--- src/rtl/noc_traffic_injector.sv ---
// Synthetic single-flit traffic source driving one mesh router Local input port.
// Destinations are drawn by MODE, requests are paced by an LFSR gap, and the run stops after NUM_PKTS grants.
module noc_traffic_injector #(
    parameter int          DATA_W    = 32,
    parameter int          DIM       = 4,
    parameter int          PKT_ID_W  = 10,
    parameter int          MOD_ID_W  = 6,
    parameter int          MODULE_ID = 0,
    parameter int          X_ID      = 0,
    parameter int          Y_ID      = 0,
    parameter int          MESH_X    = 5,
    parameter int          MESH_Y    = 5,
    parameter int          MODE      = 0,
    parameter int          FIX_X     = 0,
    parameter int          FIX_Y     = 0,
    parameter int          GAP_W     = 4,
    parameter int          NUM_PKTS  = 1023,
    parameter logic [15:0] SEED      = 16'hACE1
) (
    input  logic                clk,
    input  logic                reset,
    input  logic                enable,
    input  logic                GntDnStr,
    input  logic                DnStrFull,
    output logic                ReqDnStr,
    output logic [DATA_W-1:0]   PacketOut,
    output logic [PKT_ID_W-1:0] sent_count,
    output logic [PKT_ID_W-1:0] skipped,
    output logic                done
);

    if (DATA_W != 4*DIM + PKT_ID_W + MOD_ID_W) begin : g_width_chk
        $error("noc_traffic_injector: DATA_W must equal 4*DIM+PKT_ID_W+MOD_ID_W");
    end

    typedef enum logic [2:0] {IDLE, PREP, GAP, SEND, WAIT_GNT, DONE} state_t;

    localparam logic [DIM-1:0]      SRC_X  = DIM'(X_ID);
    localparam logic [DIM-1:0]      SRC_Y  = DIM'(Y_ID);
    localparam logic [MOD_ID_W-1:0] MOD_ID = MOD_ID_W'(MODULE_ID);

    state_t                state_q, state_d;
    logic [15:0]           lfsr_q, lfsr_d;
    logic [GAP_W-1:0]      gap_q, gap_d, cnt_q, cnt_d;
    logic [PKT_ID_W-1:0]   pkt_id_q, pkt_id_d, sent_q, sent_d, skip_q, skip_d;
    logic [DIM-1:0]        xdst_q, xdst_d, ydst_q, ydst_d;
    logic                  req_q, req_d, done_q, done_d;
    logic [DATA_W-1:0]     pkt_q, pkt_d;
    logic [7:0]            dx, dy;
    logic [DIM-2:0]        hop_x, hop_y;

    // Absolute destination for the current draw, then converted to direction+hop fields.
    always_comb begin
        dx = 8'(FIX_X);
        dy = 8'(FIX_Y);
        case (MODE)
            1: begin
                dx = lfsr_q[7:0] % 8'(MESH_X);
                dy = lfsr_q[15:8] % 8'(MESH_Y);
            end
            2: begin
                dx = 8'(Y_ID);
                dy = 8'(X_ID);
            end
            3: begin
                dx = 8'(MESH_X - 1 - X_ID);
                dy = 8'(MESH_Y - 1 - Y_ID);
            end
            default: ;
        endcase
        hop_x = (DIM-1)'((dx > 8'(X_ID)) ? dx - 8'(X_ID) : 8'(X_ID) - dx);
        hop_y = (DIM-1)'((dy > 8'(Y_ID)) ? dy - 8'(Y_ID) : 8'(Y_ID) - dy);
    end

    always_comb begin
        state_d  = state_q;
        lfsr_d   = {lfsr_q[14:0], lfsr_q[15] ^ lfsr_q[13] ^ lfsr_q[12] ^ lfsr_q[10]};
        gap_d    = gap_q;
        cnt_d    = cnt_q;
        pkt_id_d = pkt_id_q;
        sent_d   = sent_q;
        skip_d   = skip_q;
        xdst_d   = xdst_q;
        ydst_d   = ydst_q;
        req_d    = req_q;
        done_d   = done_q;
        pkt_d    = pkt_q;
        case (state_q)
            IDLE: begin
                if (enable) begin
                    gap_d   = lfsr_q[GAP_W-1:0];
                    state_d = PREP;
                end
            end
            PREP: begin
                // Self-addressed draws are dropped without consuming a PacketID.
                if (dx == 8'(X_ID) && dy == 8'(Y_ID)) begin
                    skip_d  = skip_q + PKT_ID_W'(1);
                    state_d = IDLE;
                end else begin
                    xdst_d   = {dx > 8'(X_ID), hop_x};
                    ydst_d   = {dy > 8'(Y_ID), hop_y};
                    pkt_id_d = pkt_id_q + PKT_ID_W'(1);
                    cnt_d    = '0;
                    state_d  = GAP;
                end
            end
            GAP: begin
                if (cnt_q == gap_q) state_d = SEND;
                else                cnt_d   = cnt_q + GAP_W'(1);
            end
            SEND: begin
                if (!DnStrFull) begin
                    req_d   = 1'b1;
                    pkt_d   = {xdst_q, ydst_q, SRC_X, SRC_Y, pkt_id_q, MOD_ID};
                    state_d = WAIT_GNT;
                end
            end
            WAIT_GNT: begin
                if (GntDnStr) begin
                    req_d  = 1'b0;
                    sent_d = sent_q + PKT_ID_W'(1);
                    if (NUM_PKTS != 0 && sent_d == PKT_ID_W'(NUM_PKTS)) begin
                        done_d  = 1'b1;
                        state_d = DONE;
                    end else begin
                        state_d = IDLE;
                    end
                end
            end
            DONE: begin
                req_d  = 1'b0;
                done_d = 1'b1;
            end
            default: state_d = IDLE;
        endcase
    end

    always_ff @(posedge clk or negedge reset) begin
        if (!reset) begin
            state_q  <= IDLE;
            lfsr_q   <= SEED;
            gap_q    <= '0;
            cnt_q    <= '0;
            pkt_id_q <= '0;
            sent_q   <= '0;
            skip_q   <= '0;
            xdst_q   <= '0;
            ydst_q   <= '0;
            req_q    <= 1'b0;
            done_q   <= 1'b0;
            pkt_q    <= '0;
        end else begin
            state_q  <= state_d;
            lfsr_q   <= lfsr_d;
            gap_q    <= gap_d;
            cnt_q    <= cnt_d;
            pkt_id_q <= pkt_id_d;
            sent_q   <= sent_d;
            skip_q   <= skip_d;
            xdst_q   <= xdst_d;
            ydst_q   <= ydst_d;
            req_q    <= req_d;
            done_q   <= done_d;
            pkt_q    <= pkt_d;
        end
    end

    assign ReqDnStr   = req_q;
    assign PacketOut  = pkt_q;
    assign sent_count = sent_q;
    assign skipped    = skip_q;
    assign done       = done_q;

endmodule
--- config.mk ---
export PLATFORM = sky130hd
export DESIGN_NAME = noc_traffic_injector
export DESIGN_NICKNAME = d
export VERILOG_FILES = /design/src/rtl/noc_traffic_injector.sv
export SDC_FILE = /design/constraint.sdc
export NUM_CORES = 1
export LEC_CHECK = 0
export ABC_AREA = 1
export CAP_MARGIN = 15
export CORE_MARGIN = 4
export CORE_UTILIZATION = 30
export CTS_BUF_LIST = sky130_fd_sc_hd__clkbuf_8
export DETAILED_ROUTE_END_ITERATION = 7
export PLACE_DENSITY_LB_ADDON = 0.1
export SLEW_MARGIN = 20
export SYNTH_ARGS = -nofsm -noshare
export SYNTH_HDL_FRONTEND = slang
export SYNTH_SLANG_ARGS = --single-unit
--- constraint.sdc ---
create_clock -name clk -period 1.4 [get_ports clk]
set_input_delay 0.21 -clock clk [delete_from_list [all_inputs] [get_ports clk]]
set_output_delay 0.21 -clock clk [all_outputs]
set_load 0.05 [all_outputs]
* Word level (Yosys, flattened, before mapping)
Cells that the tools add are included.
Storage, ports and cells: bits in registers 49, output and inout bits 54, word-level logic and storage cells 49
Operators by class: add/subtract/negate cells 3, equality and inequality tests 12, mux-type cells 12, bitwise logic cells 5, reductions and logical operators 9
Operators with widths (count):
- $add A10 B1 Y10 const B | 2
- $mux W3 | 5
- $pmux W3 S5 | 1
- $eq A10 B10 Y1 const B | 1
- $ne A2 B2 Y1 const B | 5
- $eq A3 B2 Y1 const B | 2
- $eq A3 B3 Y1 const B | 2
- $reduce_and A2 Y1 | 3
- $reduce_and A3 Y1 | 2
- $reduce_and A5 Y1 | 1
- $add A4 B1 Y4 const B | 1
- $eq A4 B4 Y1 | 1
- $mux W1 | 4
- $eq A3 B1 Y1 const B | 1
- $logic_not A3 Y1 | 1
- $pmux W1 S3 | 1
- $reduce_bool A3 Y1 | 1
- $xor A1 B1 Y1 | 3
- $not A1 Y1 | 2
- $pmux W1 S2 | 1
- $reduce_bool A2 Y1 | 1

* Longest topological paths before layout
Gate-level depths: netlist of the first run.
depth after elaboration 5, depth in mapped cells 12, depth with buffers taken out 12

* Least setup slack after synthesis of the first run
Ideal clock, no wire load.
path kind reg-to-reg, start point register sent_q[1] (netlist: sent_count[1]), end point register state_q[0], library setup time 0.065 ns, data arrival time 1.719 ns, required time 1.335 ns, slack -0.384 ns, stages on the path, launching flop included 12, buffers on the path 0, period minus slack after synthesis 1.784 ns, cells stage by stage dfrtp_1 -> ha_1 -> nand2_1 -> inv_2 -> nand3_1 -> nand2_1 -> nand3_2 -> nor2_2 -> nand3_1 -> nand2_1 -> nand2_1 -> nand2_1
On the way: cells in the longest elaborated chain, start to end 5
Ends and longest elaborated chain:
- start: declaration | line 45 | logic [PKT_ID_W-1:0] pkt_id_q, pkt_id_d, sent_q, sent_d, skip_q, skip_d;
- start signal: assignment | line 159 | sent_q <= sent_d;
- $add A10 B1 Y10 | line 122 | sent_d = sent_q + PKT_ID_W'(1);
- $eq A10 B10 Y1 | line 123 | if (NUM_PKTS != 0 && sent_d == PKT_ID_W'(NUM_PKTS)) begin
- $mux W3 | line 123
- $mux W3 | line 120 | if (GntDnStr) begin
- $pmux W3 S5 | line 88 | case (state_q)
- end signal: assignment | line 154 | state_q <= state_d;
- end: declaration | line 42 | state_t state_q, state_d;
No other way between the ends. The select of a mux whose other input is x is not followed. A chain may end at the register's enable or synchronous reset.

* Worst setup path after layout of the first run
Same ends and word-level chain as after synthesis.

==> flow_metrics.tcl, run 1 <==
set metrics [dict create \
    status "complete, but fails checks" \
    drt-wirelength-per-cell_microns 10.7 \
    first_global_vias 1631 \
    finalHoldViolations 0 \
    critPathLaunchType "flop" \
    skew_ns 0.00888 \
    grt_pass1_wl_microns 7530 \
    syn_avg_cell_area_sq_um 9.76 \
    die_x_microns 98.2 \
    viasPerCell 3.95 \
    yosysUniqueCellTypes 28 \
    firstDrtPassIters 4 \
    yosys.area.top_type_share 0.421 \
    final_core_util 0.438 \
    worstPathRequired_ns 1.64 \
    cts_tree "built" \
    async_flop_share 1.00 \
    synth_area_leaders "dfrtp_1 42%, buf_4 9.8%, dfstp_2 8.6%" \
    final.min_clock_period_ns 1.50 \
    antenna_found_initial 0 \
    fillers 776 \
    drv_slew 0 \
    vias 1660 \
    multiInputGateArea_sq_um 1090 \
    r2r_end "state_q[0]$_DFFE_PN0P_" \
    synth_cells 250 \
    whs_path_depth 0 \
    p_leak_nw 1.64 \
    synth_edf_count 0 \
    cp_max_fo 4 \
    slowest_delay_ns 0.46 \
    grt-ovfl-total 0 \
    finalPower_mw 6.10 \
    r2r_cells 9 \
    cts_buffer_depth 2 \
    initial_core_util 0.313 \
    routabilityCongestion 0.851 \
    ir_drop_mv 0.798 \
    crit_arrival_ns 1.73 \
    drt_iter0_drc 40 \
    area_growth_pct 40.1 \
    ff2ff_setup_slack_ns -0.1 \
    ctsHtreeMaxLevel 2 \
    clock_latency_ns 0.30 \
    slowest_stage "dfrtp_2" \
    num_antenna_cells 0 \
    yosysMostFrequentCell "nand2_1" \
    clk_pin_slew_worst_paths_ns 0.10 \
    hp-start "lfsr_q[6]$_DFF_PN1_" \
    finalNetCount 326 \
    num_rows 32 \
    holdPathEnd "lfsr_q[7]$_DFF_PN1_" \
    fin_setup_tns_ns -0.248 \
    grt_max_degree 26 \
    io_pins 59 \
    die_h_microns 98.2 \
    synth_flop_cell "dfrtp_1" \
    die_area_sq_um 9640 \
    swShare 0.425 \
    cts-root-buf "clkbuf_8" \
    syn_area_sq_um 2440 \
    setup_viol 3 \
    critPathMostFrequentCell "nand2_1" \
    cap_violations 0 \
    p_switching_mw 2.60 \
    path_cells "ha_4 > xnor2_2 > nor2_2 > nand3_4 > nor2_4 > nand3_2 > nand2_1 > nand2_1 > nand2_1" \
    synthTopCellsByCount "50 x nand2_1, 41 x dfrtp_1, 32 x buf_4" \
    layout-drive-gt1-share 0.431 \
    violations "setup timing" \
    p_per_area_nw_per_um2 1790 \
    fp.coreArea_sq_um 7810 \
    clockPowerShare 0.143 \
    layout_setup_ws_ns -0.0967 \
    drc 0 \
    dp_hpwl_microns 3460 \
    cts_buffers 5 \
    whs_ns 0.362 \
    cts_sinks 49 \
    wirelength_microns 4480 \
    hold_class "reg2reg" \
    synth_seq_area_share 0.507 \
    ys_seq_elements 49 \
    ant_nets 0 \
    synth_top_cell_by_area "dfrtp_1" \
    p_seq_frac 0.320 \
    critPathCaptureType "flop" \
    timing.rr.start "sent_count[1]$_DFFE_PN0P_" \
    period_share 1.07 \
    pwr-share-comb 0.537 \
    max_freq_mhz 668 \
    ys.warnings.count 0 \
    gr-usage-all-layers 0.0941 \
    port_buffers 26 \
    rsz0062_at_grt "true" \
    internal_power_mw 3.51 \
    path_class "reg2reg" \
    seq_area_sq_um 1260 \
]
## flip-flops by register name, summed over array words and instances (netlist names)
| register | count |
|---|---|
| gap_q | 4 |
| lfsr_q | 16 |
| ReqDnStr | 1 |
| state_q | 3 |
| sent_count | 10 |
| done | 1 |
| cnt_q | 4 |
| skipped | 10 |
## worst max-delay path, delay by kind of cell, from the launching register on
family | cells | cell delay (ns)
XOR/XNOR | 1 | 0.14
adder cells (fa/ha/maj) | 1 | 0.19
AND/OR/NAND/NOR | 7 | 0.62
flip-flops | 1 | 0.46
## metal layers
metal,wire length (microns),up-vias,track usage
li1,-,858,-
met1,2160,758,0.134
met2,2020,39,0.146
met3,260,5,0.0229
met4,36,0,0.0221
met5,0,-,0
## worst max-delay path by stage
stage / slack, ns / cells after the start / end / start
floorplan: -0.10 / 11 / state_q[0]$_DFFE_PN0P_ / sent_count[1]$_DFFE_PN0P_
global placement: -0.08 / 12 / done$_DFFE_PN0P_ / sent_count[1]$_DFFE_PN0P_
detailed placement: -0.08 / 12 / state_q[0]$_DFFE_PN0P_ / sent_count[1]$_DFFE_PN0P_
CTS: -0.09 / 9 / done$_DFFE_PN0P_ / sent_count[1]$_DFFE_PN0P_
global route: -0.19 / 9 / done$_DFFE_PN0P_ / sent_count[0]$_DFFE_PN0P_
finish: -0.1 / 9 / state_q[0]$_DFFE_PN0P_ / sent_count[1]$_DFFE_PN0P_
## cell families after synthesis
kind of cell             Yosys count  synth area share
adder cells (fa/ha/maj)            4            0.0205
multiplexers                       6            0.0277
AO/OA/AOI/OAI                     14            0.0318
flip-flops                        49             0.507
AND/OR/NAND/NOR                   96             0.194
other                              1           0.00154
XOR/XNOR                          22            0.0790
buffers and inverters             58             0.138
## metrics by stage
stage          area, sq um  cells  setup WS [ns]
6_report              3420    420        -0.0967
5_1_grt               3420    420         -0.194
4_1_cts               3310    414        -0.0910
3_5_place_dp          3160    404        -0.0803
3_3_place_gp          3160    404        -0.0835
2_1_floorplan         2600    281         -0.100
## cell usage in the layout, fill, tap and decap left out, types with 3 or more instances in the layout
cell | netlist | final
buf_12 | 0 | 22
buf_4 | 32 | 32
clkbuf_8 | 0 | 5
clkdlybuf4s50_1 | 0 | 3
conb_1 | 1 | 32
dfrtp_1 | 41 | 25
dfrtp_2 | 0 | 16
dfstp_2 | 8 | 8
ha_1 | 4 | 3
inv_1 | 20 | 18
inv_2 | 5 | 5
mux2_2 | 6 | 4
nand2_1 | 50 | 43
nand2_2 | 3 | 9
nand3_1 | 14 | 10
nand3_2 | 3 | 6
nor2_1 | 10 | 8
nor2_2 | 6 | 7
nor2_4 | 2 | 3
o21ai_0 | 10 | 10
xnor2_1 | 13 | 11
xor2_1 | 9 | 9
## power groups by stage
stage / combinational, mW / sequential (mW) / clock, mW
3_3_place_gp: 3.06 / 1.98 / 0
2_1_floorplan: 1.06 / 2.59 / 0
5_1_grt: 3.53 / 1.99 / 0.986
4_1_cts: 3.14 / 1.95 / 0.933
6_report: 3.28 / 1.96 / 0.871
3_5_place_dp: 3.06 / 1.98 / 0
## final cells by class
| cell class | instances | share of cell area |
|---|---|---|
| Sequential cell | 49 | 0.367 |
| Clock buffer | 5 | 0.0201 |
| Tap cell | 102 | 0.0373 |
| Timing Repair Buffer | 61 | 0.219 |
| Multi-Input combinational cell | 174 | 0.318 |
| Inverter | 26 | 0.0300 |
| Clock inverter | 3 | 0.00842 |
## what timing repair did
item | CTS | global route
pin swaps | 3 | 12
hold buffers | 1 | 0
gates resized for setup | 7 | 20
endpoints found under the setup margin | 4 | 11
hold endpoints to repair | 41 | 0
buffers inserted | 1 | 6
No activity file was read; power rests on OpenSTA's default activity.
==> run 2: changes to the inputs <==
--- a/config.mk
+++ b/config.mk
@@ -8,7 +8,7 @@
 export ABC_AREA = 1
 export CAP_MARGIN = 15
 export CORE_MARGIN = 4
-export CORE_UTILIZATION = 30
+export CORE_UTILIZATION = 35
 export CTS_BUF_LIST = sky130_fd_sc_hd__clkbuf_8
 export DETAILED_ROUTE_END_ITERATION = 7
 export PLACE_DENSITY_LB_ADDON = 0.1
==> run 2 against run 1 <==
  * Setup slack gained 0.071 ns
  * Die area shrank 13%
  * Combinational power shrank 5%
  * Hold slack lost 0.0072 ns
  * Flip-flop and latch count is the same
  * Utilization grew 5.2 points
  * Fmax grew 4.9%
  * Power shrank 3.4%
  * The flow still finishes with violations (setup timing)
  * Clock-buffer cell count is the same
  * Register-to-register slack gained 0.07 ns
  * First-iteration DRC count grew 13%
  * Critical endpoint is now state_q[2]$_DFFE_PN0P_
  * Global-route usage grew 1.6 points
==> flow_metrics.tcl, run 2 (same netlist as run 1, synthesis figures left out) <==
set metrics [dict create \
    hold_class "reg2reg" \
    crit_buf_inv 2 \
    die_x_microns 91.5 \
    crit_arrival_ns 1.65 \
    cp_max_fo 5 \
    initial_core_util 0.359 \
    cap_violations 0 \
    finalHoldViolations 0 \
    drv_slew 0 \
    layout_commonest_cell "nand2_1" \
    critPathCaptureType "flop" \
    path_delay_family "flip-flops" \
    worstPathRequired_ns 1.63 \
    die_h_microns 91.5 \
    finalNonFillerCells 408 \
    whs_ns 0.355 \
    cts_buffer_depth 2 \
    die_area_sq_um 8370 \
    ant_nets 0 \
    max_freq_mhz 701 \
    drt-wirelength-per-cell_microns 10.9 \
    path_class "reg2reg" \
    num_rows 30 \
    gr-usage-all-layers 0.110 \
    drt_iter0_drc 45 \
    slowest_delay_ns 0.47 \
    skew_ns 0.00798 \
    cts-root-buf "clkbuf_8" \
    period_share 1.02 \
    port_buffers 26 \
    cts_tree "built" \
    final_core_util 0.490 \
    vias 1674 \
    num_antenna_cells 0 \
    largest_reg_flops 16 \
    setup_viol 3 \
    ff2ff_setup_slack_ns -0.03 \
    cts_sinks 49 \
    critPathLaunchType "flop" \
    fp.coreArea_sq_um 6790 \
    status "complete, but fails checks" \
    antenna_found_initial 0 \
    drc 0 \
    final.min_clock_period_ns 1.43 \
    area_growth_pct 36.4 \
    p_leak_nw 1.59 \
    io_pins 59 \
    grt_pass1_wl_microns 7560 \
    ctsHtreeMaxLevel 2 \
    wirelength_microns 4440 \
    slowest_stage "dfrtp_2" \
    grt-ovfl-total 0 \
    finalNetCount 320 \
    grt_max_degree 26 \
    first_global_vias 1650 \
    finalInstanceArea_sq_um 3330 \
    rsz0062_at_grt "true" \
    layout_setup_ws_ns -0.0261 \
    largest-register "lfsr_q" \
    viasPerCell 4.10 \
    layout-drive-gt1-share 0.401 \
    p_per_area_nw_per_um2 1770 \
    firstDrtPassIters 4 \
    path_cells "ha_4 > nand2_4 > inv_4 > nand2_2 > nand2_2 > inv_2 > nand3_2 > nor2_4 > nand3_2 > a21oi_1" \
    ir_drop_mv 0.658 \
    cts_buffers 5 \
    dp_hpwl_microns 3420 \
    violations "setup timing" \
    clock_latency_ns 0.30 \
    placed_area_sq_um 3130 \
    routabilityCongestion 0.805 \
    clk_pin_slew_worst_paths_ns 0.09 \
    place_inst 395 \
    final_cell_mix "44 x nand2_1, 32 x conb_1, 28 x buf_4, 27 x dfrtp_1, 22 x buf_12" \
]
==> run 2: changes by cell type in the layout (fill, tap and decap cells not counted), moves of 2 or more <==
cell / before / now
mux2_4: 2 / 0
buf_6: 2 / 0
dfrtp_1: 25 / 27
clkinvlp_4: 0 / 3
mux2_2: 4 / 6
dfrtp_2: 16 / 14
buf_4: 32 / 28
==> run 2: what timing repair did <==
| action | in CTS | in global routing |
|---|---|---|
| hold endpoints to repair | 41 | 0 |
| pin swaps | 0 | 6 |
| gates cloned | 0 | 0 |
| hold buffers | 1 | 0 |
| setup buffers | 0 | 4 |
| gates resized for setup | 3 | 16 |
| endpoints found under the setup margin | 4 | 12 |
==> run 2: area by class of cell <==
type / count / area [sq um]
multi-input cells: 174 / 1070
clock buffers: 5 / 68.8
well taps: 96 / 120
fillers: 640 / 3470
inverters: 26 / 104
clock inverters: 3 / 18.8
repair buffers: 55 / 696
flip-flops and latches: 49 / 1250
==> run 2: power breakdown <==
group | switching [mW] | internal [mW]
clock | 0.473 | 0.346
combinational | 1.76 | 1.35
sequential | 0.303 | 1.67
==> run 2: routing by layer <==
metal	share of wire	vias up	global-route usage
li1	-	845	-
met1	0.44	785	0.142
met2	0.50	39	0.184
met3	0.053	5	0.0273
met4	0.0090	0	0.0264
met5	0	-	0
==> run 2: metrics by stage <==
step	power [mW]	setup slack [ns]	TNS (ns)
6_report	5.90	-0.0261	-0.0595
5_1_grt	6.23	-0.143	-0.625
2_1_floorplan	3.65	-0.100	-0.262
3_5_place_dp	5.01	-0.0385	-0.0556
3_3_place_gp	4.99	-0.0181	-0.0340
4_1_cts	5.86	-0.0400	-0.0697
==> run 2: worst register-to-register path, stage by stage, from the launching register on <==
cell,delay (ns)
dfrtp_2,0.47
ha_4,0.20
nand2_4,0.06
inv_4,0.05
nand2_2,0.06
nand2_2,0.05
inv_2,0.05
nand3_2,0.08
nor2_4,0.13
nand3_2,0.07
a21oi_1,0.15
==> run 2: worst paths after layout <==
| path | end | cells after the start | from |
|---|---|---|---|
| worst min-delay path | lfsr_q[10]$_DFF_PN1_ | 0 | lfsr_q[9]$_DFF_PN0_ |
| min in group asynchronous | gap_q[1]$_DFFE_PN0P_ | 3 | reset |
| max in group asynchronous | lfsr_q[11]$_DFF_PN1_ | 3 | reset |
| worst max-delay path | state_q[2]$_DFFE_PN0P_ | 10 | sent_count[0]$_DFFE_PN0P_ |
| worst max register to register | state_q[2]$_DFFE_PN0P_ | 10 | sent_count[0]$_DFFE_PN0P_ |
| worst min register to register | lfsr_q[10]$_DFF_PN1_ | 0 | lfsr_q[9]$_DFF_PN0_ |
==> run 3: changes to the inputs <==
--- a/config.mk
+++ b/config.mk
@@ -10,6 +10,7 @@
 export CORE_MARGIN = 4
 export CORE_UTILIZATION = 35
 export CTS_BUF_LIST = sky130_fd_sc_hd__clkbuf_8
+export CTS_CLUSTER_SIZE = 12
 export DETAILED_ROUTE_END_ITERATION = 7
 export PLACE_DENSITY_LB_ADDON = 0.1
 export SLEW_MARGIN = 20
==> results of run 3 <==
Final layout, timing and power as in run 2 (identical DEF).
